==> src/rtl/mem_arb_pkg.sv <==
// mem_arb_pkg: shared state/owner types and counter width for the 2:1 memory arbiter
package mem_arb_pkg;
  localparam int ARB_CNT_W = 4;
  typedef enum logic [1:0] {IDLE, BUSY, RESP} arb_state_e;
  typedef enum logic {OWN_IFU, OWN_LSU} arb_owner_e;
endpackage

==> src/rtl/mem_arb_grant.sv <==
// mem_arb_grant: one-hot grant {lsu, ifu}; fixed LSU priority, or round-robin when ARB_RR_EN is defined
module mem_arb_grant
  import mem_arb_pkg::*;
(
  input  logic       i_ifu_valid,
  input  logic       i_lsu_valid,
  input  arb_owner_e i_last_grant,
  output logic [1:0] o_grant
);
  logic w_lsu;
`ifdef ARB_RR_EN
  assign w_lsu = i_lsu_valid & (~i_ifu_valid | (i_last_grant == OWN_IFU));
`else
  logic w_unused_last;
  assign w_unused_last = i_last_grant == OWN_IFU;
  assign w_lsu = i_lsu_valid;
`endif
  assign o_grant = {w_lsu, i_ifu_valid & ~w_lsu};
endmodule

==> src/rtl/mem_arb_2to1.sv <==
// mem_arb_2to1: shares the single RAM port between IFU and LSU, one access at a time.
// Arbitration is fixed LSU-first unless ARB_RR_EN is defined (round-robin).
module mem_arb_2to1
  import mem_arb_pkg::*;
#(
  parameter int MEM_LAT = 1
) (
  input  logic        clk,
  input  logic        rst,
  input  logic        ifu_req_valid,
  output logic        ifu_req_ready,
  input  logic [31:0] ifu_addr,
  output logic        ifu_resp_valid,
  input  logic        ifu_resp_ready,
  output logic [31:0] ifu_rdata,
  input  logic        lsu_req_valid,
  output logic        lsu_req_ready,
  input  logic [31:0] lsu_addr,
  input  logic [31:0] lsu_wdata,
  input  logic        lsu_wen,
  input  logic [3:0]  lsu_wmask,
  output logic        lsu_resp_valid,
  input  logic        lsu_resp_ready,
  output logic [31:0] lsu_rdata,
  output logic        mem_valid,
  output logic [31:0] mem_addr,
  output logic [31:0] mem_wdata,
  output logic        mem_wen,
  output logic [3:0]  mem_wmask,
  input  logic [31:0] mem_rdata
);
  arb_state_e           r_state, w_state_nxt;
  arb_owner_e           r_owner, r_last, w_owner;
  logic [ARB_CNT_W-1:0] r_cnt;
  logic [31:0]          r_addr, r_wdata, r_rdata;
  logic                 r_wen;
  logic [3:0]           r_wmask;
  logic [1:0]           w_grant;
  logic                 w_idle, w_busy, w_resp, w_accept, w_resp_hs, w_last;

  mem_arb_grant u_grant (
    .i_ifu_valid (ifu_req_valid),
    .i_lsu_valid (lsu_req_valid),
    .i_last_grant(r_last),
    .o_grant     (w_grant)
  );

  // Every state decode is gated by rst so nothing (notably a write) escapes during reset
  assign w_idle    = (r_state == IDLE) && !rst;
  assign w_busy    = (r_state == BUSY) && !rst;
  assign w_resp    = (r_state == RESP) && !rst;
  assign w_last    = r_cnt == '0;
  assign ifu_req_ready = w_idle & w_grant[0];
  assign lsu_req_ready = w_idle & w_grant[1];
  assign w_accept  = ifu_req_ready | lsu_req_ready;
  assign w_owner   = lsu_req_ready ? OWN_LSU : OWN_IFU;
  assign w_resp_hs = w_resp & ((r_owner == OWN_LSU) ? lsu_resp_ready : ifu_resp_ready);

  assign mem_valid = w_busy;
  assign mem_addr  = w_busy ? r_addr : '0;
  assign mem_wdata = w_busy ? r_wdata : '0;
  assign mem_wmask = w_busy ? r_wmask : '0;
  assign mem_wen   = w_busy & w_last & r_wen;

  assign ifu_resp_valid = w_resp & (r_owner == OWN_IFU);
  assign lsu_resp_valid = w_resp & (r_owner == OWN_LSU);
  assign ifu_rdata = ifu_resp_valid ? r_rdata : '0;
  assign lsu_rdata = lsu_resp_valid ? r_rdata : '0;

  always_comb begin
    w_state_nxt = w_accept ? BUSY : (w_busy && w_last) ? RESP : w_resp_hs ? IDLE : r_state;
  end

  always_ff @(posedge clk) begin
    if (rst) begin
      r_state <= IDLE;
      r_owner <= OWN_IFU;
      r_last  <= OWN_LSU;
      r_cnt   <= '0;
      r_addr  <= '0;
      r_wdata <= '0;
      r_wen   <= 1'b0;
      r_wmask <= '0;
      r_rdata <= '0;
    end else begin
      r_state <= w_state_nxt;
      if (w_accept) begin
        r_owner <= w_owner;
        r_last  <= w_owner;
        r_cnt   <= ARB_CNT_W'(MEM_LAT - 1);
        r_addr  <= lsu_req_ready ? lsu_addr : ifu_addr;
        r_wdata <= lsu_req_ready ? lsu_wdata : '0;
        r_wen   <= lsu_req_ready & lsu_wen;
        r_wmask <= lsu_req_ready ? lsu_wmask : '0;
      end else if (w_busy) begin
        if (w_last) r_rdata <= mem_rdata;
        else r_cnt <= r_cnt - ARB_CNT_W'(1);
      end
    end
  end
endmodule

==> config.mk <==
export PLATFORM = sky130hd
export DESIGN_NAME = mem_arb_2to1
export DESIGN_NICKNAME = d
export VERILOG_FILES = /design/src/rtl/mem_arb_pkg.sv /design/src/rtl/mem_arb_grant.sv /design/src/rtl/mem_arb_2to1.sv
export SDC_FILE = /design/constraint.sdc
export NUM_CORES = 1
export LEC_CHECK = 0
export ABC_CLOCK_PERIOD_IN_PS = 2100
export CORE_MARGIN = 2
export CORE_UTILIZATION = 40
export CTS_BUF_LIST = sky130_fd_sc_hd__clkbuf_8
export CTS_CLUSTER_DIAMETER = 50
export CTS_CLUSTER_SIZE = 24
export DETAILED_ROUTE_END_ITERATION = 10
export GPL_ROUTABILITY_DRIVEN = 0
export PLACE_DENSITY = 0.88
export SKIP_LAST_GASP = 1
export SYNTH_ARGS = -nofsm -noshare
export SYNTH_HDL_FRONTEND = slang
export SYNTH_SLANG_ARGS = --single-unit
==> constraint.sdc <==
create_clock -name clk -period 2.1 [get_ports clk]
set_input_delay 0.21 -clock clk [delete_from_list [all_inputs] [get_ports clk]]
set_output_delay 0.21 -clock clk [all_outputs]
set_load 0.05 [all_outputs]
; Word-level counts from Yosys, hierarchy flattened
; Cells that the tools add are included.
[op_classes]
addsub = 1
eq_ne = 2
n_mux = 13
bitwise = 14
n_reduce_logical = 12
[ops]
columns = cell, n
row1 = $mux 32, 6
row2 = $and 1x1->1, 9
row3 = $mux 4, 2
row4 = $logic_and 1x1->1, 4
row5 = $logic_not 4->1, 1
row6 = $mux 2, 2
row7 = $not 1->1, 4
row8 = $sub 4x1->4 const B, 1
row9 = $mux 1, 3
row10 = $reduce_and 3->1, 1
row11 = $reduce_bool 3->1, 1
row12 = $eq 2x1->1 const B, 1
row13 = $eq 2x2->1 const B, 1
row14 = $logic_not 2->1, 1
row15 = $reduce_and 2->1, 1
row16 = $reduce_bool 2->1, 1
row17 = $reduce_or 2->1, 1
row18 = $logic_not 1->1, 1
row19 = $or 1x1->1, 1
[totals]
register_bits = 108
in_bits = 139
wordCells = 51

; Depth between registers and ports, before layout
[depth]
ltp_word = 6
mapped_depth = 7
mapped_depth_nobuf = 5

; Cells and area by module
; From an unflattened synthesis, not the netlist that was laid out.
[hier_totals]
cells_unflattened = 565
hier_area_um2 = 5187.5
[by_module_without_submodules]
columns = module, n_inst, cells_each, area_per_inst_um2, seq_area_each_um2
row1 = mem_arb_2to1, 1, 563, 5166.2, 2182.1
row2 = mem_arb_grant, 1, 2, 21.3, 0.0

; Worst setup path before layout
; No wires, ideal clock.
[synth_path]
path_type = reg-to-reg
from = register r_state[0]
to = register r_owner
arrival_time_ns = 2.178
required_ns = 1.895
path_slack_ns = -0.283
path_stages_with_launch = 4
n_path_buf = 0
synth_period_minus_slack_ns = 2.383
path_cell_list = dfxtp_1 -> nor2_1 -> nor4bb_1 -> nor3_1
[synth_via]
elab_chain_len = 4
elab_cells_between_ends = 6
classes_between = mux (1) / bitwise (3) / reduce/logical (2)
[synth_rtl]
columns = element, line
row1 = start: declaration, mem_arb_2to1.sv:32  ; arb_state_e r_state, w_state_nxt;
row2 = start signal: assignment, mem_arb_2to1.sv:86  ; r_state <= w_state_nxt;
row3 = $logic_not 2->1, mem_arb_2to1.sv:49  ; assign w_idle = (r_state == IDLE) && !rst;
row4 = $logic_and 1x1->1, mem_arb_2to1.sv:49
row5 = $and 1x1->1, mem_arb_2to1.sv:53  ; assign ifu_req_ready = w_idle & w_grant[0];
row6 = net ifu_req_ready, mem_arb_2to1.sv:11  ; output logic ifu_req_ready,
row7 = $or 1x1->1, mem_arb_2to1.sv:55  ; assign w_accept = ifu_req_ready | lsu_req_ready;
row8 = end signal: assignment, mem_arb_2to1.sv:88  ; r_owner <= w_owner;
row9 = end: declaration, mem_arb_2to1.sv:33  ; arb_owner_e r_owner, r_last, w_owner;
; The timed path passes the listed nets, and every way through them passes these cells.
; A chain may end at the register's enable or synchronous reset.

; Worst setup path after layout
[layout_path]
from = register r_state[0]
to = output mem_wdata[25]
[layout_via]
elab_chain_len = 3
[layout_rtl]
columns = element, line
row1 = $eq 2x1->1, mem_arb_2to1.sv:50  ; assign w_busy = (r_state == BUSY) && !rst;
row2 = $logic_and 1x1->1, mem_arb_2to1.sv:50
row3 = $mux 32, mem_arb_2to1.sv:61  ; assign mem_wdata = w_busy ? r_wdata : '0;
row4 = end: declaration, mem_arb_2to1.sv:27  ; output logic [31:0] mem_wdata,
; No other way between the ends.

==> results.md <==
- Final Core Density: 0.7795
- Layout Nets: 956
- Cts hold-fix bufs: 0
- Maximum clock frequency: 0.4873 GHz
- CTS buffer count: 9
- Crit path buf inv count: 3
- Routed len/inst: 18.39 µm
- 1st-iter DRT viols: 334
- EDFF count, synth: 0
- TritonCTS clock tree: yes
- CORE AREA: 12570 µm²
- Total number of yosys warnings: 0
- Sequential area share after synthesis: 0.4204
- Final cycle utilization of the critical path: 0.9772
- # diodes: 0
- Antenna viol nets, final: 0
- Height of the die: 117.4 µm
- Syn nets: 699
- Total track usage: 0.2604
- Core Rows: 41
- Clock root buffer: clkbuf_8
- Maxcap violations: 0
- Worst hold stages: 2
- Mapped Area: 5142 µm²
- I/O pin count: 277
- Total Wirelength: 18220 µm
- Initial antenna violation count: 0
- Layout cells sized above 1: 0.2589
- Slowest cell on crit path: or3b_4
- Vias in the first global route: 5553
- Clock skew: 0.01207 ns
- Via count: 5207
- Fraction of registers with async set/reset: 0
- Clk_lat worst skew: 0.36 ns
- Fin crit period: 2.052 ns
- Cell Chain, Critical Path: or3b_4 > inv_4 > buf_4 > and2_1 > buf_12
- Hpwl dp: 13420 µm
- DRC viols: 0
- Arrival @ worst endpoint: 1.84 ns
- Worst Tran Pin Value: 0.9738 ns
- Initial core utilization: 0.4092
- Startpoint Class: flip-flop
- Crit. End Element: output port
- Post-Syn Instances: 559
- P per Cell Area: 567.9 nW/µm²
- Largest net degree at the start of global routing: 41
- Crit path max fanout: 13
- Crit path largest cell delay: 0.40 ns
- Grt total ovfl: 0
- Worst-path clk slew: 0.10 ns
- Syn Area/Cell: 9.199 µm²
- CP Data Required Time: 1.89 ns
- Die span in x: 117.4 µm
- Status: finished, final reports clean
- Stages on worst setup path: 5
- Critical path type: reg2out
- Global-route wire length before repair: 29020 µm
- Pwr Total: 5564 µW
- Register bit total from synthesis: 108
- Post-synth cell types: 35
- Fillcell total: 715
- Peak supply drop: 0.0004349 V
- IO Port Bufs: 276
- Die Area: 13780 µm²
- # clock sinks: 108
- First-pass iteration count of the detailed router: 5
- Worst reg-to-reg path cell count: 4
- H-tree levels: 3
- Class of the worst hold path: in2reg
- Final hold violation count: 0
- RSZ-0062 raised after global routing: true
- Area Growth Syn to Fin: 90.51%
- Leakage: 0.003856 µW
- Fin. max-slew vios: 0
- Vias per cell: 5.254
- Rel. slew slack: 0.3508
- CTS max path bufs: 2
- Final setup vio count: 0
- Primary FF master, synth: dfxtp_1
- CP top delay family: simple AND/OR/NAND/NOR gates
[layer usage]
metal	vias to the layer above	global-route usage	wire length, µm
met3	44	0.06663	1356
met4	0	0.1107	599
met2	265	0.4762	9502
met1	2474	0.2839	6763
li1	2424	-	-
met5	-	0	0
[layout make-up]
| type | count | area [µm²] | area share |
|---|---|---|---|
| Clock inverter | 4 | 75.07 | 0.007663 |
| Multi-Input combinational cell | 396 | 2815 | 0.2874 |
| Clock buffer | 10 | 137.6 | 0.01405 |
| Timing Repair Buffer | 297 | 4370 | 0.4461 |
| Tap cell | 172 | 215.2 | 0.02197 |
| Inverter | 4 | 17.52 | 0.001788 |
| Sequential cell | 108 | 2166 | 0.2211 |
[stage by stage]
step / hold slack [ns] / instance area [µm²] / worst slack [ns] / cells / TNS, ns
finish: 0.09936 / 9797 / 0.04791 / 991 / 0
global route: 0.1091 / 9797 / -0.02740 / 991 / -0.2584
CTS: 0.08883 / 9796 / -0.04950 / 991 / -1.055
detailed placement: 0.4463 / 9435 / 0.03251 / 973 / 0
global placement: 0.4492 / 9435 / 0.1295 / 973 / 0
floorplan: 0.3427 / 5151 / 0.08525 / 559 / 0
[path summary, 6_finish.rpt]
path                            startpoint             to  slack, ns
worst max register to register  r_state[0]     r_addr[22]       0.18
worst min register to register  r_addr[25]     r_addr[25]       0.47
worst max-delay path            r_state[0]  mem_wdata[25]       0.05
worst min-delay path                   rst     r_state[1]        0.1
[synthesized netlist by cell type, drive strengths merged (2+ instances only)]
| cell | number | area [µm²] |
|---|---|---|
| nor2 | 3 | 11.26 |
| inv | 4 | 17.52 |
| and2 | 132 | 825.8 |
| a21oi | 37 | 188.9 |
| buf | 17 | 118.9 |
| a22o | 37 | 324.1 |
| clkbuf | 34 | 127.6 |
| mux2i | 65 | 650.6 |
| dfxtp | 108 | 2162 |
| nand3 | 33 | 165.2 |
| nand2b | 33 | 206.5 |
| nor4b | 2 | 17.52 |
| or3b | 2 | 17.52 |
| nor3 | 2 | 10.01 |
| o21ai | 35 | 175.2 |
[report_power, final]
group | internal (µW) | switching [µW] | leakage (µW)
Clock | 692 | 691 | 0.000100
Sequential | 2300 | 157 | 0.000885
Combinational | 871 | 854 | 0.00287
Total | 3860 | 1700 | 0.00386
[what timing repair did]
item | 4_1_cts | 5_1_grt
gates cloned | 1 | 1
gates resized for setup | 29 | 4
buffers inserted | 3 | 0
endpoints found under the setup margin | 73 | 84
[logic make-up (layout without fill, tap and decap cells)]
kind of cell	Yosys count	count (layout)	synth area share
and+or+nand+nor	216	216	0.2577
AOI/OAI and AO/OA	114	114	0.1416
DFF	108	108	0.4204
buffers and inverters	55	315	0.05134
muxes	65	65	0.1265
adders and majority gates	1	1	0.002433
[registers in the layout, indices dropped and copies added, names as in the netlist]
name	flops
r_state	2
r_wmask	4
r_wdata	32
r_addr	32
r_rdata	32
r_wen	1
r_owner	1
r_cnt	4
[cells in the final DEF (no fill, tap or decap), types with 2 or more instances in the layout]
master           instances
bufinv_16                2
nor3_1                   2
inv_1                    3
buf_12                 141
buf_4                   15
nand2b_1                33
buf_2                    2
nor4b_2                  2
mux2i_1                 65
a21oi_1                 36
nand3_1                 33
clkinvlp_4               2
and2_4                  25
nor2_1                   3
o21ai_0                 35
and2_1                 107
clkbuf_8                10
clkdlybuf4s50_1        136
dfxtp_1                107
a22o_1                  37
No activity file was read; power rests on OpenSTA's default activity.
